==> src/rtl/mem_arbiter.sv <==
// Two-port (A/B) arbiter in front of a single data memory. Each access runs
// IDLE -> ACCESS -> RESP; illegal requests skip ACCESS and never reach memory.
module mem_arbiter #(
   parameter int unsigned ADDR_LIMIT = 4096,
   parameter bit          RR_ENABLE  = 1'b1
) (
   input  logic        Clock,
   input  logic        Reset,
   input  logic        A_req,
   input  logic        A_we,
   input  logic [1:0]  A_cmd,
   input  logic [31:0] A_addr,
   input  logic [31:0] A_wdata,
   input  logic        B_req,
   input  logic        B_we,
   input  logic [1:0]  B_cmd,
   input  logic [31:0] B_addr,
   input  logic [31:0] B_wdata,
   output logic        A_ack,
   output logic        A_err,
   output logic [31:0] A_rdata,
   output logic        B_ack,
   output logic        B_err,
   output logic [31:0] B_rdata,
   output logic        M_W_en,
   output logic        M_R_en,
   output logic [31:0] M_Address,
   output logic [31:0] M_W_data,
   output logic [1:0]  M_memReadCommand,
   output logic [1:0]  M_memWriteCommand,
   input  logic [31:0] M_R_data
);
   typedef enum logic [1:0] {IDLE, ACCESS, RESP} state_t;
   localparam logic [31:0] LIMIT = 32'(ADDR_LIMIT);

   state_t      state_q, state_d;
   logic        last_q, last_d;   // 0 = A granted last, 1 = B
   logic        gnt_q, gnt_d;
   logic        we_q, we_d;
   logic        a_ack_q, a_ack_d, b_ack_q, b_ack_d;
   logic        a_err_q, a_err_d, b_err_q, b_err_d;
   logic [31:0] a_rdata_q, a_rdata_d, b_rdata_q, b_rdata_d;
   logic        m_wen_q, m_wen_d, m_ren_q, m_ren_d;
   logic [31:0] m_addr_q, m_addr_d, m_wdata_q, m_wdata_d;
   logic [1:0]  m_rcmd_q, m_rcmd_d, m_wcmd_q, m_wcmd_d;

   logic        sel_b, w_we, w_bad;
   logic [1:0]  w_cmd;
   logic [31:0] w_addr, w_wdata;

   // Winner selection and legality of the request about to be latched.
   always_comb begin
      if (A_req && B_req) sel_b = RR_ENABLE ? ~last_q : 1'b0;
      else                sel_b = B_req;
      w_we    = sel_b ? B_we    : A_we;
      w_cmd   = sel_b ? B_cmd   : A_cmd;
      w_addr  = sel_b ? B_addr  : A_addr;
      w_wdata = sel_b ? B_wdata : A_wdata;
      w_bad   = (w_cmd == 2'd3) || ((w_cmd == 2'd0) && (w_addr[1:0] != 2'b00)) ||
                ((w_cmd == 2'd1) && w_addr[0]) || (w_addr >= LIMIT);
   end

   always_comb begin
      state_d   = state_q;
      last_d    = last_q;
      gnt_d     = gnt_q;
      we_d      = we_q;
      a_ack_d   = 1'b0;
      b_ack_d   = 1'b0;
      a_err_d   = 1'b0;
      b_err_d   = 1'b0;
      a_rdata_d = a_rdata_q;
      b_rdata_d = b_rdata_q;
      m_wen_d   = 1'b0;
      m_ren_d   = 1'b0;
      m_addr_d  = '0;
      m_wdata_d = '0;
      m_rcmd_d  = '0;
      m_wcmd_d  = '0;
      case (state_q)
         IDLE: begin
            if (A_req || B_req) begin
               gnt_d  = sel_b;
               last_d = sel_b;
               we_d   = w_we;
               if (w_bad) begin
                  state_d = RESP;
                  if (sel_b) begin
                     b_ack_d   = 1'b1;
                     b_err_d   = 1'b1;
                     b_rdata_d = '0;
                  end else begin
                     a_ack_d   = 1'b1;
                     a_err_d   = 1'b1;
                     a_rdata_d = '0;
                  end
               end else begin
                  state_d   = ACCESS;
                  m_wen_d   = w_we;
                  m_ren_d   = ~w_we;
                  m_addr_d  = w_addr;
                  m_wdata_d = w_wdata;
                  m_rcmd_d  = w_we ? 2'd0 : w_cmd;
                  m_wcmd_d  = w_we ? w_cmd : 2'd0;
               end
            end
         end
         ACCESS: begin
            // Memory data is already lane-selected and extended; take it as-is.
            state_d = RESP;
            if (gnt_q) begin
               b_ack_d = 1'b1;
               if (!we_q) b_rdata_d = M_R_data;
            end else begin
               a_ack_d = 1'b1;
               if (!we_q) a_rdata_d = M_R_data;
            end
         end
         RESP:    state_d = IDLE;
         default: state_d = IDLE;
      endcase
   end

   always_ff @(posedge Clock or negedge Reset) begin
      if (!Reset) begin
         state_q   <= IDLE;
         last_q    <= 1'b1;
         gnt_q     <= 1'b0;
         we_q      <= 1'b0;
         a_ack_q   <= 1'b0;
         b_ack_q   <= 1'b0;
         a_err_q   <= 1'b0;
         b_err_q   <= 1'b0;
         a_rdata_q <= '0;
         b_rdata_q <= '0;
         m_wen_q   <= 1'b0;
         m_ren_q   <= 1'b0;
         m_addr_q  <= '0;
         m_wdata_q <= '0;
         m_rcmd_q  <= '0;
         m_wcmd_q  <= '0;
      end else begin
         state_q   <= state_d;
         last_q    <= last_d;
         gnt_q     <= gnt_d;
         we_q      <= we_d;
         a_ack_q   <= a_ack_d;
         b_ack_q   <= b_ack_d;
         a_err_q   <= a_err_d;
         b_err_q   <= b_err_d;
         a_rdata_q <= a_rdata_d;
         b_rdata_q <= b_rdata_d;
         m_wen_q   <= m_wen_d;
         m_ren_q   <= m_ren_d;
         m_addr_q  <= m_addr_d;
         m_wdata_q <= m_wdata_d;
         m_rcmd_q  <= m_rcmd_d;
         m_wcmd_q  <= m_wcmd_d;
      end
   end

   assign A_ack             = a_ack_q;
   assign A_err             = a_err_q;
   assign A_rdata           = a_rdata_q;
   assign B_ack             = b_ack_q;
   assign B_err             = b_err_q;
   assign B_rdata           = b_rdata_q;
   assign M_W_en            = m_wen_q;
   assign M_R_en            = m_ren_q;
   assign M_Address         = m_addr_q;
   assign M_W_data          = m_wdata_q;
   assign M_memReadCommand  = m_rcmd_q;
   assign M_memWriteCommand = m_wcmd_q;
endmodule

==> config.mk <==
export PLATFORM = sky130hd
export DESIGN_NAME = mem_arbiter
export DESIGN_NICKNAME = d
export VERILOG_FILES = /design/src/rtl/mem_arbiter.sv
export SDC_FILE = /design/constraint.sdc
export NUM_CORES = 1
export LEC_CHECK = 0
export ABC_AREA = 1
export CAP_MARGIN = 20
export CELL_PAD_IN_SITES_DETAIL_PLACEMENT = 0
export CELL_PAD_IN_SITES_GLOBAL_PLACEMENT = 1
export CORE_ASPECT_RATIO = 0.9
export CORE_UTILIZATION = 31
export CTS_CLUSTER_DIAMETER = 80
export DETAILED_ROUTE_END_ITERATION = 6
export PLACE_DENSITY_LB_ADDON = 0.1
export SETUP_SLACK_MARGIN = 0.15
export SYNTH_ARGS = -nofsm -noshare
export SYNTH_HDL_FRONTEND = slang
export SYNTH_SLANG_ARGS = --single-unit
==> constraint.sdc <==
create_clock -name Clock -period 5.9 [get_ports Clock]
set_input_delay 0.885 -clock Clock [delete_from_list [all_inputs] [get_ports Clock]]
set_output_delay 0.885 -clock Clock [all_outputs]
set_load 0.005 [all_outputs]
==> impl_results.md <==
* Result of the run: finished, final reports clean
* Die ar. at approximately 21000 um^2
* Cells on worst reg2reg path at 12
* Fraction of the yosys area taken by sequential cells at 55.9%
* TritonCTS Buffers at 17
* Initial antenna violation count at 0
* Most common cell on crit path: sky130_fd_sc_hd__nand2_1
* Critical R2R Capture: M_Address[4]
* Worst path required time at between 6 and 7 ns
* Final hold violation count at 0
* Aggregate global routing overflow at 0
* Kind of path behind the tightest hold check: flip-flop to flip-flop
* Fill cell total of the finished layout at just under 2000
* Post-layout minimum cycle time at 4.11 ns
* Worst EP arrival at roughly 4.4 ns
* Peak supply drop at roughly 150 uV
* Chip width at around 150 um
* Slew of the pin with the lowest slew margin at 0.870 ns
* Power Density at 266 nW/um^2
* Placeable core region at just over 20000 um^2
* DR vias/cell at 4.43
* Total number of nets in the final design at 1221
* P_leak at approximately 5.0 nW
* Worst hold slack across all endpoints at roughly 0.47 ns
* Synthesized area divided by synthesized cell count at ~8.6 um^2
* Clock Root Buffer: sky130_fd_sc_hd__clkbuf_16
* Number of setup buffers added after CTS at 0
* Final worst-path setup slack at between 1.5 and 2 ns
* # rows at 49
* Pins Over Slew Limit at 0
* Area fraction of the dominant cell type after synthesis at between 50% and 60%
* Overall Global Routing Usage at roughly a fifth
* Startpoint of the most critical register-to-register path: last_q
* Share of cells above drive strength 1 at 7.71%
* First element of the critical path: A_req
* CP Max Fanout at between 70 and 80
* Die height at about 140 um
* First-pass GRT wire length at between 30000 and 40000 um
* Gate Count Post-Synth at 748
* Setup repair after global routing missed its margin: no
* Hold-critical path depth at 2
* Post-route DRC violation count at 0
* Worst setup endpoint: M_Address[4]
* Effective utilization at floorplan at a little under a third
* Pre-antenna DRT Iters at 6
* Final Skew at ~0.011 ns
* CTS tree: done
* Fin crit share at between 60% and 70%
* Cell taking the most area after synthesis: sky130_fd_sc_hd__dfrtp_1
* Diode count at 0
* Number of DRC violations after detailed-routing iteration 0 at between 200 and 300
* Clock tree buffer depth at 2
* Maximum number of pins on one net before global-route repair at 96
* Max-slew headroom at 42.0%
* Count of yosys warnings during synthesis at 0
* Startpoint type of the worst setup path: primary input
* Number of maximum-capacitance violations at 0
* Post-synthesis instance area at about 6400 um^2
* Register-to-register setup slack at between 2 and 2.5 ns
* Post-cts resize count at 0
* Number of unique standard cell types used by synthesis at 27
* Max Fclk at between 0.2 and 0.25 GHz
* Count of pins on the block boundary at 308
* Overall Power at 0.00272 W
* Endpoint class of the critical path: flip-flop
* Number of global-route vias before repair at about 5700
* Detail-routed net length per standard cell at roughly 15 um
* Maximum cell stage delay along the critical path at between 0.7 and 0.8 ns
* Setup Viol. Count Final at 0
* Cells traversed along the worst timing path: clkdlybuf4s50_1 > nand2_1 > nand2_4 > nand2_1 > nand2_1 > nand2_1 > a21oi_1 > nor2_1 > nand2_1 > inv_2 > nand2_2 > buf_4 > a21oi_1
* Worst setup slack after placement at 1.28 ns
* Input/output buffers at 307
* Final Wtd Congestion at 0.784
* Vias after detailed routing at around 5800
* # H-tree levels at 4
* Clock latency of the later-clocked register in the worst-skew pair at about 0.42 ns
* DPL Wire Length at between 10000 and 15000 um
* Sum of routed wire length over all layers at around 20000 um
* Flop and latch count out of synthesis at around 140
* Slowest cell on crit path: sky130_fd_sc_hd__nand2_4
* CTS hold repair buffers at 0
* Number of clock sinks at between 100 and 150
* Register clock-pin slew on the reported worst setup and hold paths at around 0.06 ns
* ANT nets after route at 0
* Synth area leaders: sky130_fd_sc_hd__dfrtp_1, sky130_fd_sc_hd__nand2_1, sky130_fd_sc_hd__nand4_1
* Setup TNS after final layout at 0 ns
* Crit Path Category: primary input to flip-flop
* Synthesis-to-layout area growth at 59.7%
==> layout by cell type (no fill, tap or decap) <==
| cell type | synthesis | routed |
|---|---|---|
| sky130_fd_sc_hd__a211oi_4 | 0 | 1 |
| sky130_fd_sc_hd__a21oi_1 | 21 | 21 |
| sky130_fd_sc_hd__a21oi_2 | 25 | 25 |
| sky130_fd_sc_hd__a22o_1 | 1 | 1 |
| sky130_fd_sc_hd__buf_4 | 3 | 8 |
| sky130_fd_sc_hd__buf_6 | 10 | 1 |
| sky130_fd_sc_hd__bufinv_16 | 0 | 1 |
| sky130_fd_sc_hd__clkbuf_16 | 0 | 17 |
| sky130_fd_sc_hd__clkbuf_8 | 0 | 2 |
| sky130_fd_sc_hd__clkdlybuf4s50_1 | 0 | 306 |
| sky130_fd_sc_hd__clkinv_2 | 0 | 1 |
| sky130_fd_sc_hd__clkinv_4 | 0 | 3 |
| sky130_fd_sc_hd__clkinvlp_4 | 0 | 3 |
| sky130_fd_sc_hd__conb_1 | 1 | 20 |
| sky130_fd_sc_hd__dfrtp_1 | 142 | 142 |
| sky130_fd_sc_hd__dfstp_2 | 1 | 1 |
| sky130_fd_sc_hd__inv_1 | 61 | 60 |
| sky130_fd_sc_hd__inv_2 | 3 | 4 |
| sky130_fd_sc_hd__inv_6 | 0 | 5 |
| sky130_fd_sc_hd__nand2_1 | 289 | 289 |
| sky130_fd_sc_hd__nand2_2 | 1 | 1 |
| sky130_fd_sc_hd__nand2_4 | 1 | 1 |
| sky130_fd_sc_hd__nand3_1 | 6 | 6 |
| sky130_fd_sc_hd__nand3_2 | 3 | 3 |
| sky130_fd_sc_hd__nand3b_1 | 15 | 15 |
| sky130_fd_sc_hd__nand4_1 | 64 | 64 |
| sky130_fd_sc_hd__nor2_1 | 52 | 52 |
| sky130_fd_sc_hd__nor2_2 | 1 | 1 |
| sky130_fd_sc_hd__nor3_1 | 1 | 1 |
| sky130_fd_sc_hd__nor3_2 | 3 | 3 |
| sky130_fd_sc_hd__o21ai_0 | 3 | 3 |
| sky130_fd_sc_hd__o21ai_1 | 2 | 2 |
| sky130_fd_sc_hd__or2_2 | 1 | 1 |
==> cell usage after synthesis <==
master and n:
sky130_fd_sc_hd__o21ai_1 2, sky130_fd_sc_hd__nor2_1 52, sky130_fd_sc_hd__nand3_1 6, sky130_fd_sc_hd__nor2_2 1
sky130_fd_sc_hd__nor3_1 1, sky130_fd_sc_hd__dfrtp_1 142, sky130_fd_sc_hd__nand2_4 1, sky130_fd_sc_hd__nand2_2 1
sky130_fd_sc_hd__nor3_2 3, sky130_fd_sc_hd__nand2_1 289, sky130_fd_sc_hd__nand3_2 3, sky130_fd_sc_hd__buf_6 10
sky130_fd_sc_hd__or2_2 1, sky130_fd_sc_hd__a21oi_1 21, sky130_fd_sc_hd__nand3b_1 15, sky130_fd_sc_hd__nand4_1 64
sky130_fd_sc_hd__inv_2 3, sky130_fd_sc_hd__a22o_1 1, sky130_fd_sc_hd__conb_1 1, sky130_fd_sc_hd__a211oi_2 1
sky130_fd_sc_hd__o21ai_0 3, sky130_fd_sc_hd__dfstp_2 1, sky130_fd_sc_hd__clkbuf_1 24, sky130_fd_sc_hd__buf_2 13
sky130_fd_sc_hd__inv_1 61, sky130_fd_sc_hd__a21oi_2 25, sky130_fd_sc_hd__buf_4 3
==> worst min path at each step <==
stage,from,endpoint,slack [ns]
final,A_rdata[0],A_rdata[0],0.47
after global routing,last_q,last_q,0.48
after CTS,A_rdata[30],A_rdata[30],0.47
after detailed placement,A_rdata[30],A_rdata[30],0.46
after global placement,B_rdata[19],B_rdata[19],0.45
after floorplan,last_q,last_q,0.44
==> power breakdown <==
part           total, W  switching, W  internal [W]
logic          0.000626      0.000417      0.000209
clock network   0.00106      0.000450      0.000611
registers       0.00103     0.0000177       0.00101
==> logic make-up after synthesis <==
group | Yosys count | synth area share, %
compound gates | 53 | 5.78
buf+inv | 114 | 8.29
other cells | 1 | 0.0586
simple gates | 437 | 30.0
flops | 143 | 55.9
==> final cells by class <==
cell class	instances	area, um^2	share of cell area [%]
multi-input combinational	510	2370	23.2
tap	255	319	3.12
clock buffer	19	453	4.43
sequential	143	3580	35.0
timing repair buffer	315	3130	30.7
inverter	64	240	2.35
clock inverter	13	128	1.25
==> worst max-delay path: cells and delay by family <==
kind	cells	cell delay (ns)
AND/OR/NAND/NOR	8	2.20
buffers and inverters	3	1.00
AO/OA/AOI/OAI	2	0.26
==> metal layers <==
layer	GRT usage [%]	share of wire, %	up-vias
li1	-	-	2962
met1	24.5	43	2653
met2	31.0	48	220
met3	6.46	8.0	13
met4	4.84	0.71	0
met5	0	0	-
==> sequential cells by signal (all words and copies together) (netlist names) <==
register	flops
A_rdata	32
B_rdata	32
M_Address	32
M_W_data	32
M_memReadCommand	2
M_memWriteCommand	2
state_q	2
A_ack	1
A_err	1
B_ack	1
B_err	1
M_R_en	1
M_W_en	1
gnt_q	1
last_q	1
we_q	1
==> per-stage QoR <==
stage | util, % | cells | instance area (um^2)
global route | 50.8 | 1319 | 10200
floorplan | - | 767 | 6470
global placement | 48.0 | 1287 | 9640
detailed placement | 48.0 | 1287 | 9640
finish | 50.8 | 1319 | 10200
CTS | 50.8 | 1319 | 10200
Power figures use the tool's default switching activity.
